File: src/rtl/awg_reg_bank_pkg.sv
// Shared register offsets, bit positions and CTRL layout for the AWG register bank.
package awg_reg_pkg;

    localparam logic [7:0] OFS_VERSION  = 8'h00;
    localparam logic [7:0] OFS_CTRL     = 8'h04;
    localparam logic [7:0] OFS_CMD      = 8'h08;
    localparam logic [7:0] OFS_STATUS   = 8'h0C;
    localparam logic [7:0] OFS_IRQ_STAT = 8'h10;
    localparam logic [7:0] OFS_IRQ_EN   = 8'h14;
    localparam logic [7:0] OFS_WAVE_LEN = 8'h18;
    localparam logic [7:0] OFS_SCRATCH  = 8'h1C;

    localparam int CTRL_ENABLE_BIT = 0;
    localparam int CTRL_LOOP_BIT   = 1;
    localparam int CTRL_CH_LSB     = 4;
    localparam int CMD_START_BIT   = 0;
    localparam int CMD_STOP_BIT    = 1;
    localparam int IRQ_DONE_BIT    = 0;
    localparam int IRQ_UNDER_BIT   = 1;

    typedef struct packed {
        logic [3:0] ch_sel;
        logic       loop;
        logic       enable;
    } awg_ctrl_t;

    // Registers are word aligned; the word index is what the decoder compares.
    function automatic logic [5:0] word_idx(input logic [7:0] ofs);
        return ofs[7:2];
    endfunction

endpackage

File: src/rtl/awg_reg_bank_if.sv
// Register bus as presented by the local-bus bridge: single-cycle write/read strobes, read data returned one cycle later with RVLD.
interface awg_reg_bank_if;
    logic        REG_WREN;
    logic [31:0] REG_WADR;
    logic [31:0] REG_WDAT;
    logic        REG_RDEN;
    logic [31:0] REG_RADR;
    logic [31:0] REG_RDAT;
    logic        REG_RVLD;

    modport master (
        output REG_WREN, REG_WADR, REG_WDAT, REG_RDEN, REG_RADR,
        input  REG_RDAT, REG_RVLD
    );

    modport slave (
        input  REG_WREN, REG_WADR, REG_WDAT, REG_RDEN, REG_RADR,
        output REG_RDAT, REG_RVLD
    );
endinterface

File: src/rtl/awg_reg_bank_w1c_bit.sv
// Sticky status bit: set by an event, cleared by a write-one-to-clear; set wins on collision.
module awg_w1c_bit (
    input  logic CLK,
    input  logic RST,
    input  logic set_i,
    input  logic clr_i,
    output logic q_o
);
    logic q_q, q_d;

    always_comb begin
        q_d = q_q;
        if (clr_i) q_d = 1'b0;
        if (set_i) q_d = 1'b1;
    end

    always_ff @(posedge CLK) begin
        if (RST) q_q <= 1'b0;
        else     q_q <= q_d;
    end

    assign q_o = q_q;
endmodule

File: src/rtl/awg_reg_bank.sv
// AWG control register bank: decodes a 256-byte window into control, command, status and interrupt registers.
module awg_reg_bank
    import awg_reg_pkg::*;
#(
    parameter logic [31:0] BASE_ADDR    = 32'h0000_0000,
    parameter logic [31:0] VERSION      = 32'h0001_0000,
    parameter logic [15:0] WAVE_LEN_RST = 16'd1024
) (
    input  logic              CLK,
    input  logic              RST,
    awg_reg_bank_if.slave     bus,
    input  logic              AWG_BUSY,
    input  logic              EVT_DONE,
    input  logic              EVT_UNDERRUN,
    output logic              CTRL_ENABLE,
    output logic              CTRL_LOOP,
    output logic [3:0]        CTRL_CH_SEL,
    output logic [15:0]       WAVE_LEN,
    output logic              CMD_START,
    output logic              CMD_STOP,
    output logic              IRQ
);
    awg_ctrl_t   ctrl_q, ctrl_d;
    logic [1:0]  irq_en_q, irq_en_d;
    logic [15:0] wave_len_q, wave_len_d;
    logic [31:0] scratch_q, scratch_d;
    logic        start_q, start_d, stop_q, stop_d;
    logic        irq_q, irq_d;
    logic [31:0] rdat_q, rdat_d;
    logic        rvld_q;
    logic [1:0]  irq_stat;

    logic       w_hit, r_hit;
    logic [5:0] w_idx, r_idx;
    logic       we_cmd, we_irq_stat;
    logic [31:0] rd_mux;
    logic       sig_unused;

    assign w_hit = bus.REG_WREN && (bus.REG_WADR[31:8] == BASE_ADDR[31:8]);
    assign r_hit = bus.REG_RADR[31:8] == BASE_ADDR[31:8];
    assign w_idx = bus.REG_WADR[7:2];
    assign r_idx = bus.REG_RADR[7:2];
    assign sig_unused = ^{bus.REG_WADR[1:0], bus.REG_RADR[1:0]};

    assign we_cmd      = w_hit && (w_idx == word_idx(OFS_CMD));
    assign we_irq_stat = w_hit && (w_idx == word_idx(OFS_IRQ_STAT));

    always_comb begin
        ctrl_d     = ctrl_q;
        irq_en_d   = irq_en_q;
        wave_len_d = wave_len_q;
        scratch_d  = scratch_q;
        if (w_hit) begin
            case (w_idx)
                word_idx(OFS_CTRL): begin
                    ctrl_d.enable = bus.REG_WDAT[CTRL_ENABLE_BIT];
                    ctrl_d.loop   = bus.REG_WDAT[CTRL_LOOP_BIT];
                    ctrl_d.ch_sel = bus.REG_WDAT[CTRL_CH_LSB +: 4];
                end
                word_idx(OFS_IRQ_EN):   irq_en_d   = bus.REG_WDAT[1:0];
                word_idx(OFS_WAVE_LEN): wave_len_d = bus.REG_WDAT[15:0];
                word_idx(OFS_SCRATCH):  scratch_d  = bus.REG_WDAT;
                default: ;
            endcase
        end
    end

    // STOP takes precedence when both command bits are written together.
    assign stop_d  = we_cmd && bus.REG_WDAT[CMD_STOP_BIT];
    assign start_d = we_cmd && bus.REG_WDAT[CMD_START_BIT] && !bus.REG_WDAT[CMD_STOP_BIT];

    awg_w1c_bit u_done (
        .CLK   (CLK),
        .RST   (RST),
        .set_i (EVT_DONE),
        .clr_i (we_irq_stat && bus.REG_WDAT[IRQ_DONE_BIT]),
        .q_o   (irq_stat[IRQ_DONE_BIT])
    );

    awg_w1c_bit u_underrun (
        .CLK   (CLK),
        .RST   (RST),
        .set_i (EVT_UNDERRUN),
        .clr_i (we_irq_stat && bus.REG_WDAT[IRQ_UNDER_BIT]),
        .q_o   (irq_stat[IRQ_UNDER_BIT])
    );

    assign irq_d = |(irq_stat & irq_en_q);

    // Read mux sees register state before any same-cycle write lands.
    always_comb begin
        rd_mux = 32'h0;
        if (r_hit) begin
            case (r_idx)
                word_idx(OFS_VERSION):  rd_mux = VERSION;
                word_idx(OFS_CTRL):     rd_mux = {24'h0, ctrl_q.ch_sel, 2'b00, ctrl_q.loop, ctrl_q.enable};
                word_idx(OFS_STATUS):   rd_mux = {30'h0, irq_q, AWG_BUSY};
                word_idx(OFS_IRQ_STAT): rd_mux = {30'h0, irq_stat};
                word_idx(OFS_IRQ_EN):   rd_mux = {30'h0, irq_en_q};
                word_idx(OFS_WAVE_LEN): rd_mux = {16'h0, wave_len_q};
                word_idx(OFS_SCRATCH):  rd_mux = scratch_q;
                default:                rd_mux = 32'h0;
            endcase
        end
    end

    assign rdat_d = bus.REG_RDEN ? rd_mux : rdat_q;

    always_ff @(posedge CLK) begin
        if (RST) begin
            ctrl_q     <= '0;
            irq_en_q   <= 2'b00;
            wave_len_q <= WAVE_LEN_RST;
            scratch_q  <= 32'h0;
            start_q    <= 1'b0;
            stop_q     <= 1'b0;
            irq_q      <= 1'b0;
            rdat_q     <= 32'h0;
            rvld_q     <= 1'b0;
        end else begin
            ctrl_q     <= ctrl_d;
            irq_en_q   <= irq_en_d;
            wave_len_q <= wave_len_d;
            scratch_q  <= scratch_d;
            start_q    <= start_d;
            stop_q     <= stop_d;
            irq_q      <= irq_d;
            rdat_q     <= rdat_d;
            rvld_q     <= bus.REG_RDEN;
        end
    end

    // Pulses already registered are masked while RST is high so a reset drops them.
    assign bus.REG_RVLD = rvld_q && !RST;
    assign bus.REG_RDAT = rdat_q;
    assign CMD_START    = start_q && !RST;
    assign CMD_STOP     = stop_q && !RST;
    assign CTRL_ENABLE  = ctrl_q.enable;
    assign CTRL_LOOP    = ctrl_q.loop;
    assign CTRL_CH_SEL  = ctrl_q.ch_sel;
    assign WAVE_LEN     = wave_len_q;
    assign IRQ          = irq_q;
endmodule

File: src/flat_wrapper.sv
// flat-port wrapper written by rule: the top's interface ports become plain ports
module awg_reg_bank_flat import awg_reg_pkg::*;
#(
    parameter logic [31:0] BASE_ADDR    = 32'h0000_0000,
    parameter logic [31:0] VERSION      = 32'h0001_0000,
    parameter logic [15:0] WAVE_LEN_RST = 16'd1024
)
  (CLK, RST, AWG_BUSY, EVT_DONE, EVT_UNDERRUN, CTRL_ENABLE, CTRL_LOOP, CTRL_CH_SEL, WAVE_LEN, CMD_START, CMD_STOP, IRQ, bus_REG_WREN, bus_REG_WADR, bus_REG_WDAT, bus_REG_RDEN, bus_REG_RADR, bus_REG_RDAT, bus_REG_RVLD);
  awg_reg_bank_if bus_i ();
  input  logic CLK;
  input  logic RST;
  input  logic AWG_BUSY;
  input  logic EVT_DONE;
  input  logic EVT_UNDERRUN;
  output logic CTRL_ENABLE;
  output logic CTRL_LOOP;
  output logic [3:0] CTRL_CH_SEL;
  output logic [15:0] WAVE_LEN;
  output logic CMD_START;
  output logic CMD_STOP;
  output logic IRQ;
  input wire logic [$bits(bus_i.REG_WREN)-1:0] bus_REG_WREN;
  input wire logic [$bits(bus_i.REG_WADR)-1:0] bus_REG_WADR;
  input wire logic [$bits(bus_i.REG_WDAT)-1:0] bus_REG_WDAT;
  input wire logic [$bits(bus_i.REG_RDEN)-1:0] bus_REG_RDEN;
  input wire logic [$bits(bus_i.REG_RADR)-1:0] bus_REG_RADR;
  output wire logic [$bits(bus_i.REG_RDAT)-1:0] bus_REG_RDAT;
  output wire logic [$bits(bus_i.REG_RVLD)-1:0] bus_REG_RVLD;
  assign bus_i.REG_WREN = bus_REG_WREN;
  assign bus_i.REG_WADR = bus_REG_WADR;
  assign bus_i.REG_WDAT = bus_REG_WDAT;
  assign bus_i.REG_RDEN = bus_REG_RDEN;
  assign bus_i.REG_RADR = bus_REG_RADR;
  assign bus_REG_RDAT = bus_i.REG_RDAT;
  assign bus_REG_RVLD = bus_i.REG_RVLD;
  awg_reg_bank #(.BASE_ADDR(BASE_ADDR), .VERSION(VERSION), .WAVE_LEN_RST(WAVE_LEN_RST)) u_core (.CLK(CLK), .RST(RST), .bus(bus_i), .AWG_BUSY(AWG_BUSY), .EVT_DONE(EVT_DONE), .EVT_UNDERRUN(EVT_UNDERRUN), .CTRL_ENABLE(CTRL_ENABLE), .CTRL_LOOP(CTRL_LOOP), .CTRL_CH_SEL(CTRL_CH_SEL), .WAVE_LEN(WAVE_LEN), .CMD_START(CMD_START), .CMD_STOP(CMD_STOP), .IRQ(IRQ));
endmodule
File: config.mk
export PLATFORM = sky130hd
export DESIGN_NAME = awg_reg_bank_flat
export DESIGN_NICKNAME = d
export VERILOG_FILES = /design/src/rtl/awg_reg_bank_pkg.sv /design/src/rtl/awg_reg_bank_if.sv /design/src/rtl/awg_reg_bank_w1c_bit.sv /design/src/rtl/awg_reg_bank.sv /design/src/flat_wrapper.sv
export SDC_FILE = /design/constraint.sdc
export NUM_CORES = 1
export LEC_CHECK = 0
export CELL_PAD_IN_SITES_DETAIL_PLACEMENT = 0
export CELL_PAD_IN_SITES_GLOBAL_PLACEMENT = 1
export CORE_AREA = 2 2 124 126
export CTS_BUF_LIST = sky130_fd_sc_hd__clkbuf_8 sky130_fd_sc_hd__clkbuf_16
export DETAILED_ROUTE_END_ITERATION = 8
export DIE_AREA = 0 0 126 128
export PLACE_DENSITY_LB_ADDON = 0.1
export SLEW_MARGIN = 30
export SYNTH_ARGS = -nofsm -noshare
export SYNTH_HDL_FRONTEND = slang
export SYNTH_SLANG_ARGS = --single-unit
File: constraint.sdc
create_clock -name CLK -period 1.37 [get_ports CLK]
set_input_delay 0.137 -clock CLK [delete_from_list [all_inputs] [get_ports CLK]]
set_output_delay 0.137 -clock CLK [all_outputs]
set_load 0.02 [all_outputs]
== After elaboration in Yosys (flattened, before gate mapping) ==
Cells that the tools add are included.

* Reduce and logical (&&, ||, !) cells: 23
* Muxes and demuxes: 6
* Bitwise logic cells: 1
* Equal/unequal tests: 12

{| class="wikitable"
|+ Operators with widths
! cell !! count
|-
| case mux 32 bit (7 select lines) || 1
|-
| equality test 6 x 3 -> 1 bit (second input constant) || 8
|-
| zero test 24 bit || 2
|-
| two-way mux 32 bit || 1
|-
| equality test 6 x 1 -> 1 bit (second input constant) || 2
|-
| equality test 6 x 2 -> 1 bit (second input constant) || 2
|-
| logical AND 1 bit || 11
|-
| AND reduction 2 bit || 4
|-
| zero test 6 bit || 1
|-
| two-way mux 1 bit || 4
|-
| nonzero test 2 bit || 2
|-
| AND 2 bit || 1
|-
| zero test 1 bit || 2
|-
| OR reduction 2 bit || 1
|}

* Output and inout bits: 58
* Bits of input ports: 103
* Word-level logic and storage cells: 55
* Register bits: 94

== Depth between registers and ports, before layout ==
Gate-level depths: netlist of run 1.

* Depth after elaboration: 6
* Gate-level depth with buffers: 7
* Gate-level depth less buffers: 4

== Hierarchy ==
Synthesis of run 1 repeated with hierarchy kept, for this count alone.

* Cells, all modules: 473
* Area, all modules: 4088.9 um^2

{| class="wikitable"
|+ Modules (own cells, without submodules)
! module !! cells an instance !! area an instance (um^2) !! times used !! sequential area each (um^2)
|-
| awg_reg_bank || 465 || 4011.3 || 1 || 1841.8
|-
| awg_w1c_bit || 4 || 38.8 || 2 || 20.0
|}

== Worst setup path after synthesis of run 1 ==
No wires, ideal clock.

* Path type: input to register
* From: input bus_REG_RADR[3]
* To: register u_core.rdat_q[7] (netlist: u_core.bus.REG_RDAT[7])
* Slack: 25 ps
* Path buffers: 2
* Data required time: 1253 ps
* Arrival: 1228 ps
* Stages: 5
* Library setup time: 117 ps
* Path through: buf_2 > or3b_2 > and4_1 > buf_2 > a22o_1

* Longest elaborated chain between the ends: 3
* Elaborated cells on any way between the ends: 9
* Those cells by class: eq/ne (6); mux (2); reduce/logical (1)

{| class="wikitable"
|+ Ends and longest elaborated chain
! item !! line !! RTL
|-
| from (decl) || flat_wrapper.sv:26 || <nowiki>input wire logic [$bits(bus_i.REG_RADR)-1:0] bus_REG_RADR;</nowiki>
|-
| equality test 6 x 3 -> 1 bit, or another cell as far along || awg_reg_bank.sv:94 || <nowiki>case (r_idx)</nowiki>
|-
| case mux 32 bit (7 select lines) (*) || awg_reg_bank.sv:94 ||
|-
| two-way mux 32 bit (*) || awg_reg_bank.sv:93 || <nowiki>if (r_hit) begin</nowiki>
|-
| to (signal assigned) || awg_reg_bank.sv:128 || <nowiki>rdat_q <= rdat_d;</nowiki>
|-
| to (decl) || awg_reg_bank.sv:29 || <nowiki>logic [31:0] rdat_q, rdat_d;</nowiki>
|}

Every way passes the cells marked *; elsewhere a longest branch is shown, timed or not.
A chain may end at the register's enable or synchronous reset.

== Worst setup path after layout of run 1 ==
* From: input bus_REG_WADR[18]
* To: register u_core.scratch_q[14]

* Longest elaborated chain between the ends: 3

{| class="wikitable"
|+ Ends and longest elaborated chain
! item !! line !! RTL
|-
| from (decl) || flat_wrapper.sv:23 || <nowiki>input wire logic [$bits(bus_i.REG_WADR)-1:0] bus_REG_WADR;</nowiki>
|-
| zero test 24 bit || awg_reg_bank.sv:39 || <nowiki>assign w_hit = bus.REG_WREN && (bus.REG_WADR[31:8] == BASE_ADDR[31:8]);</nowiki>
|-
| logical AND 1 bit || awg_reg_bank.sv:39 ||
|-
| AND reduction 2 bit (no source line) || n/a ||
|-
| to (signal assigned) || awg_reg_bank.sv:124 || <nowiki>scratch_q <= scratch_d;</nowiki>
|-
| to (decl) || awg_reg_bank.sv:26 || <nowiki>logic [31:0] scratch_q, scratch_d;</nowiki>
|}

Every way passes these cells.

==> metrics, run 1 <==
area of the multi-input gates=between 0.002 and 0.0025 mm2; Slew @ Worst Pin=roughly 0.32 ns; Core ar.=about 0.015 mm2; Synth Warn #=0; worst relative slew slack=0.7889; Worst-path clk slew=approximately 0.07 ns; top cell type's share of synthesized area=0.4506; Post-Synth XOR/XNOR Area=0; worst skew pair latency=~0.35 ns; fill count=1419; layout cell share with drive strength beyond 1=0.2552; max_cap viols=0; critical path class=input pin to register; largest family of logic cells by synthesized area=simple AND/OR/NAND/NOR gates; HP Class=input pin to register; Synth Flop Type=dfxtp_1; drt drc=0; worst hold path startpoint=RST; crit path from=bus_REG_WADR[18]; post-synth top area cell=dfxtp_1; CP Capture Type=register; reg2reg setup slack=roughly 0.16 ns; CTS tree=built; Post-Synth Adder-Cell Area=0; final setup margin=-0.0009502 ns; highest ir drop seen on vdd=between 0.6 and 0.7 mV; CP peak stage delay=approximately 0.32 ns; worst r2r src=u_core.CTRL_LOOP; largest cells by area after synthesis=dfxtp_1, a21oi_1, o21ai_0; fin crit share=1.001; routed vias=between 4000 and 5000; Post-synth EDFFs=0; status=finished with violations; post-synth net total=575; H-tree Lvls=3; CP max stage cell=and4_4; Ports=roughly 160; failing checks=setup timing; crit path cell chain=clkdlybuf4s15_1, buf_4, nor4_4, and4_4, buf_12, clkbuf_16, nand3_1, a21oi_1; worst r2r path cells=4; CTS Buf Count=9; Syn Inst Count=472; Tmin final=1.371 ns; final wirelength=17390 um; Setup TNS=-0.0009502 ns; die width=126 um; die height=about 130 um; Critical Path RT=approximately 1.7 ns; Via density=between 5 and 6; hold_ws=about 0.28 ns; # hold bufs at CTS=0; Crit path max-delay family=simple AND/OR/NAND/NOR gates; Post-Synth Simple-Gate Area=0.2466; skew final=roughly 0.0067 ns; endpoint of the worst hold path=u_core.IRQ; pre-CTS setup slack=-0.6414 ns; final setup fails=1; commonest non-fill, non-tap cell in the layout=dfxtp_1; Area growth syn-to-layout=76.09%; port bufs=around 160; gr ovfl total=0; row count=45; die area=between 0.015 and 0.02 mm2; Post-Syn Area=0.004177 mm2; GP Congestion=~0.72; Final #Nets=between 700 and 800; most frequent cells in the layout=dfxtp_1, dlygate4sd2_1, a21oi_1; largest net degree at the start of global routing=31; DR iter-0 viols=about 270; Peak Freq=0.7294 GHz; synth unique cells=between 40 and 50; Worst Setup Start Kind=input pin; first-pass GRT wire length=24290 um; initial antenna violation count=0; Routed WL per cell=approximately 20 um; Starting Density=0.2810; CTS root buf=clkbuf_16; final hold violation count=0; post-route ant nets=0; critical path fanouts, max=6; TritonCTS Sinks=between 90 and 100; asr flop ratio synth=0; Synth Area in Compound Gates=0.1956; Antenna Cells=0; Lkg Pwr=a little over 3 nW; worst r2r dst=u_core.bus.REG_RDAT[1]; Final Util=0.4948; Max Slew Vio Count=0; Pre-antenna DRT Iters=5; DP Wirelength=9695 um; Reg area=roughly 0.0019 mm2; Total GRT Usage=0.1945; #FFs+latches synth=94; post-synthesis mux area share=0.05392; register area share after synthesis=0.4506; CTS Buffer Depth=2; synthesized area per cell=8.849 um2; critical path arrival=1.65 ns; Hold Path Cell Cnt=3; Buf/Inv on CP=4; Pwr Density=785.2 mW/mm2; vias in the first global route=between 4000 and 5000; RSZ-0062 raised after global routing=true
==> worst max-delay path by stage <==
stage	endpoint	slack, ns	depth (start not counted)
finish	u_core.scratch_q[14]	-0.001	8
global route	u_core.scratch_q[14]	-0.06	8
CTS	u_core.scratch_q[26]	0.00007	9
detailed placement	u_core.CTRL_CH_SEL[1]	-0.64	5
global placement	u_core.CTRL_CH_SEL[3]	-0.61	5
floorplan	u_core.bus.REG_RDAT[7]	0.03	5
==> synth_stat cells, types with 5 or more instances <==
cell and count:
a21oi_1 65, a22o_1 6, a22oi_1 7, buf_2 15
buf_4 5, clkbuf_1 21, dfxtp_1 94, mux2i_1 18
nand2_1 9, nand2b_1 29, nand3_1 48, nand4_1 23
nor2_1 7, nor2b_1 6, nor3_1 6, nor4_1 6
o21ai_0 56
==> worst register-to-register path: stages (launching register included) <==
cell	delay (ns)
dfxtp_1	0.33
mux2_2	0.26
a221oi_1	0.25
a21oi_1	0.08
a22o_1	0.20
==> power breakdown <==
| part | internal [mW] | leakage, nW | switching (mW) |
|---|---|---|---|
| Clock | 1.39 | 0.149 | 1.07 |
| Combinational | 0.330 | 2.15 | 0.241 |
| Sequential | 2.74 | 0.758 | 0.00416 |
| Total | 4.46 | 3.06 | 1.32 |
==> cell type report <==
| type | count | area share |
|---|---|---|
| timing repair buffer | 226 | 0.3399 |
| inverter | 3 | 0.001531 |
| multi-input combinational | 331 | 0.3321 |
| clock buffer | 9 | 0.03062 |
| tap | 188 | 0.03198 |
| sequential | 94 | 0.2559 |
| clock inverter | 7 | 0.007996 |
==> layer usage <==
layer | global-route usage | up-vias | share of wire
li1 | - | 2149 | -
met1 | 0.2450 | 2254 | 0.43
met2 | 0.3242 | 186 | 0.49
met3 | 0.04925 | 25 | 0.065
met4 | 0.06852 | 0 | 0.021
met5 | 0 | - | 0
==> kinds of logic (layout without fill, tap and decap cells) <==
logic type / Yosys count / count (layout)
AO/OA/AOI/OAI: 146 / 146
flip-flops: 94 / 94
multiplexers: 22 / 22
buffers and inverters: 47 / 245
AND/OR/NAND/NOR: 163 / 163
==> sequential cells by signal, indices dropped and copies added (netlist names), 2 cells and up <==
signal,cells
u_core.WAVE_LEN,16
u_core.scratch_q,32
u_core.CTRL_CH_SEL,4
u_core.irq_en_q,2
u_core.bus.REG_RDAT,32
==> metrics by stage <==
| stage | std cells | total power, mW | instance area (um2) |
|---|---|---|---|
| floorplan | 472 | 2.944 | 4177 |
| global placement | 808 | 3.353 | 6140 |
| detailed placement | 808 | 3.356 | 6140 |
| CTS | 843 | 5.807 | 6728 |
| global route | 858 | 5.959 | 7355 |
| finish | 858 | 5.775 | 7355 |
==> timing repair <==
item,4_1_cts,5_1_grt
pin swaps,19,52
setup buffers,11,4
endpoints found under the hold margin,0,0
gates cloned,8,11
gates resized for setup,140,140
endpoints found under the setup margin,148,90
No activity file was read; power rests on OpenSTA's default activity.
==> run 2, diff against run 1 <==
==> constraint.sdc (replaced) <==
create_clock -name CLK -period 1.2 [get_ports CLK]
set_input_delay 0.12 -clock CLK [delete_from_list [all_inputs] [get_ports CLK]]
set_output_delay 0.12 -clock CLK [all_outputs]
set_load 0.02 [all_outputs]
==> run 2 against run 1 <==
- the flow still finishes with violations (setup timing)
- total power is 19% higher
- die area stayed put
- non-clock buffer count is 33 higher
- count of clock-buffer cells in the layout is 3 higher
- global-route usage is 1.9 points higher
==> metrics, run 2 (synthesized netlist as in run 1, its figures left out) <==
Final #Nets=~800; port bufs=about 160; Starting Density=0.2810; Lkg Pwr=between 3 and 4 nW; Ports=between 150 and 200; failing checks=setup timing; reg2reg setup slack=roughly 0.010 ns; worst relative slew slack=0.7663; GP Congestion=about 0.75; die height=about 130 um; routed vias=roughly 4600; met1 GRT Util=0.2625; pre-CTS setup slack=-0.7700 ns; Total GRT Usage=0.2131; final wirelength=roughly 17000 um; commonest non-fill, non-tap cell in the layout=dfxtp_1; layout cell share with drive strength beyond 1=0.3926; Peak Freq=slightly above 0.7 GHz; highest ir drop seen on vdd=0.7176 mV; CP Capture Type=register; met3 usage=0.04549; CTS Buffer Depth=2; first-pass GRT wire length=26540 um; DR iter-0 viols=328; Antenna Cells=0; Area growth syn-to-layout=85.74%; HP Class=input pin to register; critical path fanouts, max=6; fin cells=~890; critical path arrival=about 1.6 ns; Core ar.=roughly 0.015 mm2; Slew @ Worst Pin=roughly 0.35 ns; vias in the first global route=around 4700; initial antenna violation count=0; skew final=about 0.0024 ns; worst skew pair latency=0.35 ns; drt drc=0; TritonCTS Sinks=between 90 and 100; CTS Buf Count=9; Buf/Inv on CP=7; Pre-antenna DRT Iters=4; largest net degree at the start of global routing=33; die area=0.01613 mm2; Crit path max-delay family=buffers and inverters; crit path cell chain=buf_6, nor4_4, buf_4, buf_6, nand4_1, buf_6, buf_12, buf_12, buf_16, o21ai_2, a21oi_1; final setup fails=a little under 50; CP peak stage delay=~0.29 ns; gr ovfl total=0; fin crit share=1.163; Post-Place Cells=826; most frequent CP cell=buf_6; critical path class=input pin to register; status=finished with violations; Via density=about 5.2; final hold violation count=0; Routed WL per cell=19.28 um; Worst Setup Start Kind=input pin; RSZ-0062 raised after global routing=true; die width=around 130 um; Max Slew Vio Count=0; most frequent cells in the layout=dfxtp_1, a21oi_1, dlygate4sd2_1; Tmin final=1.395 ns; grt peak-use layer=met2; row count=45; max_cap viols=0; CTS root buf=clkbuf_16; post-route ant nets=0; DP Wirelength=just over 10000 um; Worst-path clk slew=0.07 ns; CP max stage cell=nor4_4; Pwr Density=slightly below 900 mW/mm2; Critical Path RT=between 1 and 1.5 ns; H-tree Lvls=3; CTS tree=built; final setup margin=-0.1952 ns; grt met2 use=0.3776
==> run 2: cell count changes in the layout (fill, tap and decap cells not counted), moves of 9 or more <==
| cell | before | now |
|---|---|---|
| clkdlybuf4s50_1 | 47 | 38 |
| buf_6 | 11 | 29 |
| buf_4 | 31 | 50 |
| buf_2 | 2 | 17 |
| o21ai_1 | 23 | 7 |
| clkdlybuf4s15_1 | 6 | 20 |
| dlygate4sd2_1 | 77 | 54 |
| dlymetal6s2s_1 | 22 | 0 |
| o21ai_2 | 31 | 44 |
| clkbuf_16 | 18 | 9 |
==> run 2: per-layer routing <==
metal  share of wire  wire length [um]  up-vias
met3           0.053               915       20
met5               0                 0        -
met2            0.51              8680      150
li1                -                 -     2212
met4           0.017               286        0
met1            0.42              7299     2229
==> run 2: power by group <==
part | internal, mW | total, mW | switching, mW
Combinational | 0.396 | 0.687 | 0.290
Clock | 1.79 | 3.05 | 1.26
Sequential | 3.12 | 3.13 | 0.00504
==> run 2: area by class of cell <==
type / count / area, um2
Fill cell: 1407 / 7107
Tap cell: 188 / 235.2
Inverter: 3 / 11.26
Multi-Input combinational cell: 331 / 2572
Clock buffer: 12 / 266.5
Clock inverter: 4 / 53.80
Sequential cell: 94 / 1886
Timing Repair Buffer: 259 / 2733
==> run 2: worst paths after layout <==
kind | startpoint | endpoint | cells after the start
max | bus_REG_WADR[8] | u_core.scratch_q[17] | 11
min | RST | u_core.bus.REG_RDAT[21] | 3
max reg2reg | u_core.CTRL_LOOP | u_core.bus.REG_RDAT[1] | 4
min reg2reg | u_core.bus.REG_RDAT[10] | u_core.bus.REG_RDAT[10] | 2
==> run 2: per-stage QoR <==
step	instance area (um2)	total power, mW	utilization	hold slack [ns]	TNS [ns]
detailed placement	6292	3.861	0.4233	0.4471	-60.08
global route	7757	7.073	0.5219	0.3091	-10.28
floorplan	4293	3.372	-	0.2352	-2.267
global placement	6292	3.855	0.4233	0.4478	-57.25
finish	7757	6.869	0.5219	0.2976	-7.272
CTS	7639	6.917	0.5139	0.2893	-4.362
==> run 2: worst reg2reg max path, stage by stage, from the launching register on <==
cell      delay (ns)
dfxtp_1         0.32
mux2_2          0.27
a221oi_2        0.21
a21oi_1         0.09
a22o_1          0.20
==> run 2: what timing repair did <==
item	4_1_cts	5_1_grt
buffers inserted	30	5
setup endpoints to repair	150	109
gates resized for setup	372	69
hold endpoints to repair	0	0
hold buffers	0	0
pin swaps	105	68
gates cloned	17	0
==> run 3, diff against run 2 <==
--- a/config.mk
+++ b/config.mk
@@ -7,12 +7,13 @@
 export LEC_CHECK = 0
 export CELL_PAD_IN_SITES_DETAIL_PLACEMENT = 0
 export CELL_PAD_IN_SITES_GLOBAL_PLACEMENT = 1
-export CORE_AREA = 2 2 124 126
-export CTS_BUF_LIST = sky130_fd_sc_hd__clkbuf_8 sky130_fd_sc_hd__clkbuf_16
+export CORE_AREA = 2 2 121 123
+export CTS_BUF_LIST = sky130_fd_sc_hd__clkbuf_2 sky130_fd_sc_hd__clkbuf_4 sky130_fd_sc_hd__clkbuf_8
 export DETAILED_ROUTE_END_ITERATION = 8
-export DIE_AREA = 0 0 126 128
+export DIE_AREA = 0 0 123 125
 export PLACE_DENSITY_LB_ADDON = 0.1
 export SLEW_MARGIN = 30
 export SYNTH_ARGS = -nofsm -noshare
 export SYNTH_HDL_FRONTEND = slang
 export SYNTH_SLANG_ARGS = --single-unit
+export TNS_END_PERCENT = 5
==> run 3 against run 2 <==
- the run still ends with setup timing left
- combinational power fell by 9.0%
- clock power fell by 28%
- routed wire length shrank 11%
- global-route usage shrank 2.8 points
- fmax grew 12%
- design area is 14% lower
- via count down 7.1%
- total power fell by 14%
- flip-flop and latch count unchanged
- non-clock buffer count decreased by 49
- worst setup slack improved by 0.15 ns
- critical path type unchanged
- highest routed layer unchanged
==> metrics, run 3 (synthesized netlist as in run 1, its figures left out) <==
status=finished with violations; failing checks=setup timing; worst skew pair latency=between 0.3 and 0.4 ns; skew final=approximately 0.011 ns; Area growth syn-to-layout=60.25%; combinational power share=0.105; die width=123 um; Tmin final=1.246 ns; drt drc=0; largest net degree at the start of global routing=49; sequential power share=0.527; hold_ws=0.1520 ns; CTS tree=built; Max Slew Vio Count=0; CP peak stage delay=about 0.43 ns; Antenna Cells=0; CP Capture Type=register; Peak Freq=~0.80 GHz; fin cells=837; critical path class=input pin to register; RSZ-0062 raised after global routing=true; port bufs=between 150 and 200; die height=between 100 and 150 um; vias in the first global route=around 4300; CTS Buffer Depth=2; GP Congestion=around 0.8; Placed Area=around 0.006 mm2; routed vias=4285; Pre-antenna DRT Iters=4; Setup TNS=-0.1011 ns; Worst-path clk slew=approximately 0.080 ns; crit path from=bus_REG_RADR[10]; gr ovfl total=0; Starting Density=0.2940; Core ar.=roughly 0.014 mm2; met1 GRT Util=0.2374; Final #Nets=roughly 750; Post-Place Cells=~810; Via density=slightly above 5; commonest non-fill, non-tap cell in the layout=dfxtp_1; crit path cell chain=clkdlybuf4s50_1, nor4_2, and4_4, and4_1, buf_6, a22o_1; met3 usage=0.04334; CTS root buf=clkbuf_8; final setup margin=-0.04600 ns; TritonCTS Sinks=94; DP Wirelength=about 10000 um; final wirelength=~15000 um; highest ir drop seen on vdd=~0.41 mV; grt met2 use=0.3045; switch share=0.2346; Pwr Density=a little under 900 mW/mm2; layout cell share with drive strength beyond 1=0.2665; worst r2r src=u_core.CTRL_ENABLE; first-pass GRT wire length=about 22000 um; max_cap viols=0; Worst Setup Start Kind=input pin; Total GRT Usage=0.1854; die area=about 0.015 mm2; worst hold path startpoint=RST; Slew @ Worst Pin=0.3904 ns; H-tree Lvls=3; fin crit share=1.038; # hold bufs at CTS=0; critical path fanouts, max=6; switching power=between 1 and 1.5 mW; CP max stage cell=clkdlybuf4s50_1; grt peak-use layer=met2; critical path arrival=~1.6 ns; worst relative slew slack=0.7397; Routed WL per cell=~18 um; clock share of power=0.368; CTS Buf Count=9; most frequent cells in the layout=dfxtp_1, a21oi_1, clkdlybuf4s50_1; HP Class=input pin to register; DR iter-0 viols=about 190; final setup fails=11; Ports=approximately 160; Lkg Pwr=between 2 and 2.5 nW; Final Instance Area=roughly 0.0067 mm2; row count=between 40 and 50; initial antenna violation count=0; post-route ant nets=0; Pint=approximately 4.5 mW; Critical Path RT=roughly 1.5 ns; final hold violation count=0
## run 3: routing by layer
layer  up-vias  share of wire
met5         -              0
met4         0          0.015
met3        17          0.070
met2       123           0.48
met1      2050           0.44
li1       2095              -
## run 3: layout make-up
type	count	area, um2
sequential	94	1884
fill	1406	7511
timing repair buffer	210	2076
multi-input combinational	331	2295
clock buffer	12	152.6
clock inverter	3	43.79
inverter	3	11.26
tap	184	230.2
## run 3: worst paths after layout
path / end / slack (ns) / cells past startpoint
min: u_core.WAVE_LEN[1] / 0.15 / 3
max reg2reg: u_core.bus.REG_RDAT[0] / -0.02 / 4
max: u_core.bus.REG_RDAT[0] / -0.05 / 6
min reg2reg: u_core.bus.REG_RDAT[9] / 0.45 / 2
## run 3: power by group through the flow
stage | sequential, mW | clock, mW | combinational [mW]
2_1_floorplan | 3.20 | 0 | 0.171
3_3_place_gp | 3.20 | 0 | 0.616
3_5_place_dp | 3.20 | 0 | 0.621
4_1_cts | 3.13 | 2.27 | 0.605
5_1_grt | 3.13 | 2.37 | 0.669
6_report | 3.13 | 2.19 | 0.625
## run 3: what timing repair did
item,4_1_cts,5_1_grt
cloned,0,9
buffers inserted,4,4
setup endpoints to repair,150,120
pin swaps,31,43
resized for setup,218,119
## run 3: worst max-delay path, delay by kind of cell
kind | cells | cell delay, ns
AO/OA/AOI/OAI | 1 | 0.14
AND/OR/NAND/NOR | 3 | 0.73
buffers and inverters | 2 | 0.56
## run 3: metrics by stage
step	worst slack, ns	power (mW)	utilization
after floorplan	-0.09568	3.370	-
after global placement	-0.7490	3.817	0.4321
after detailed placement	-0.7974	3.822	0.4321
after CTS	-0.03937	6.002	0.4505
after global routing	-0.09895	6.174	0.4712
final	-0.04600	5.938	0.4712
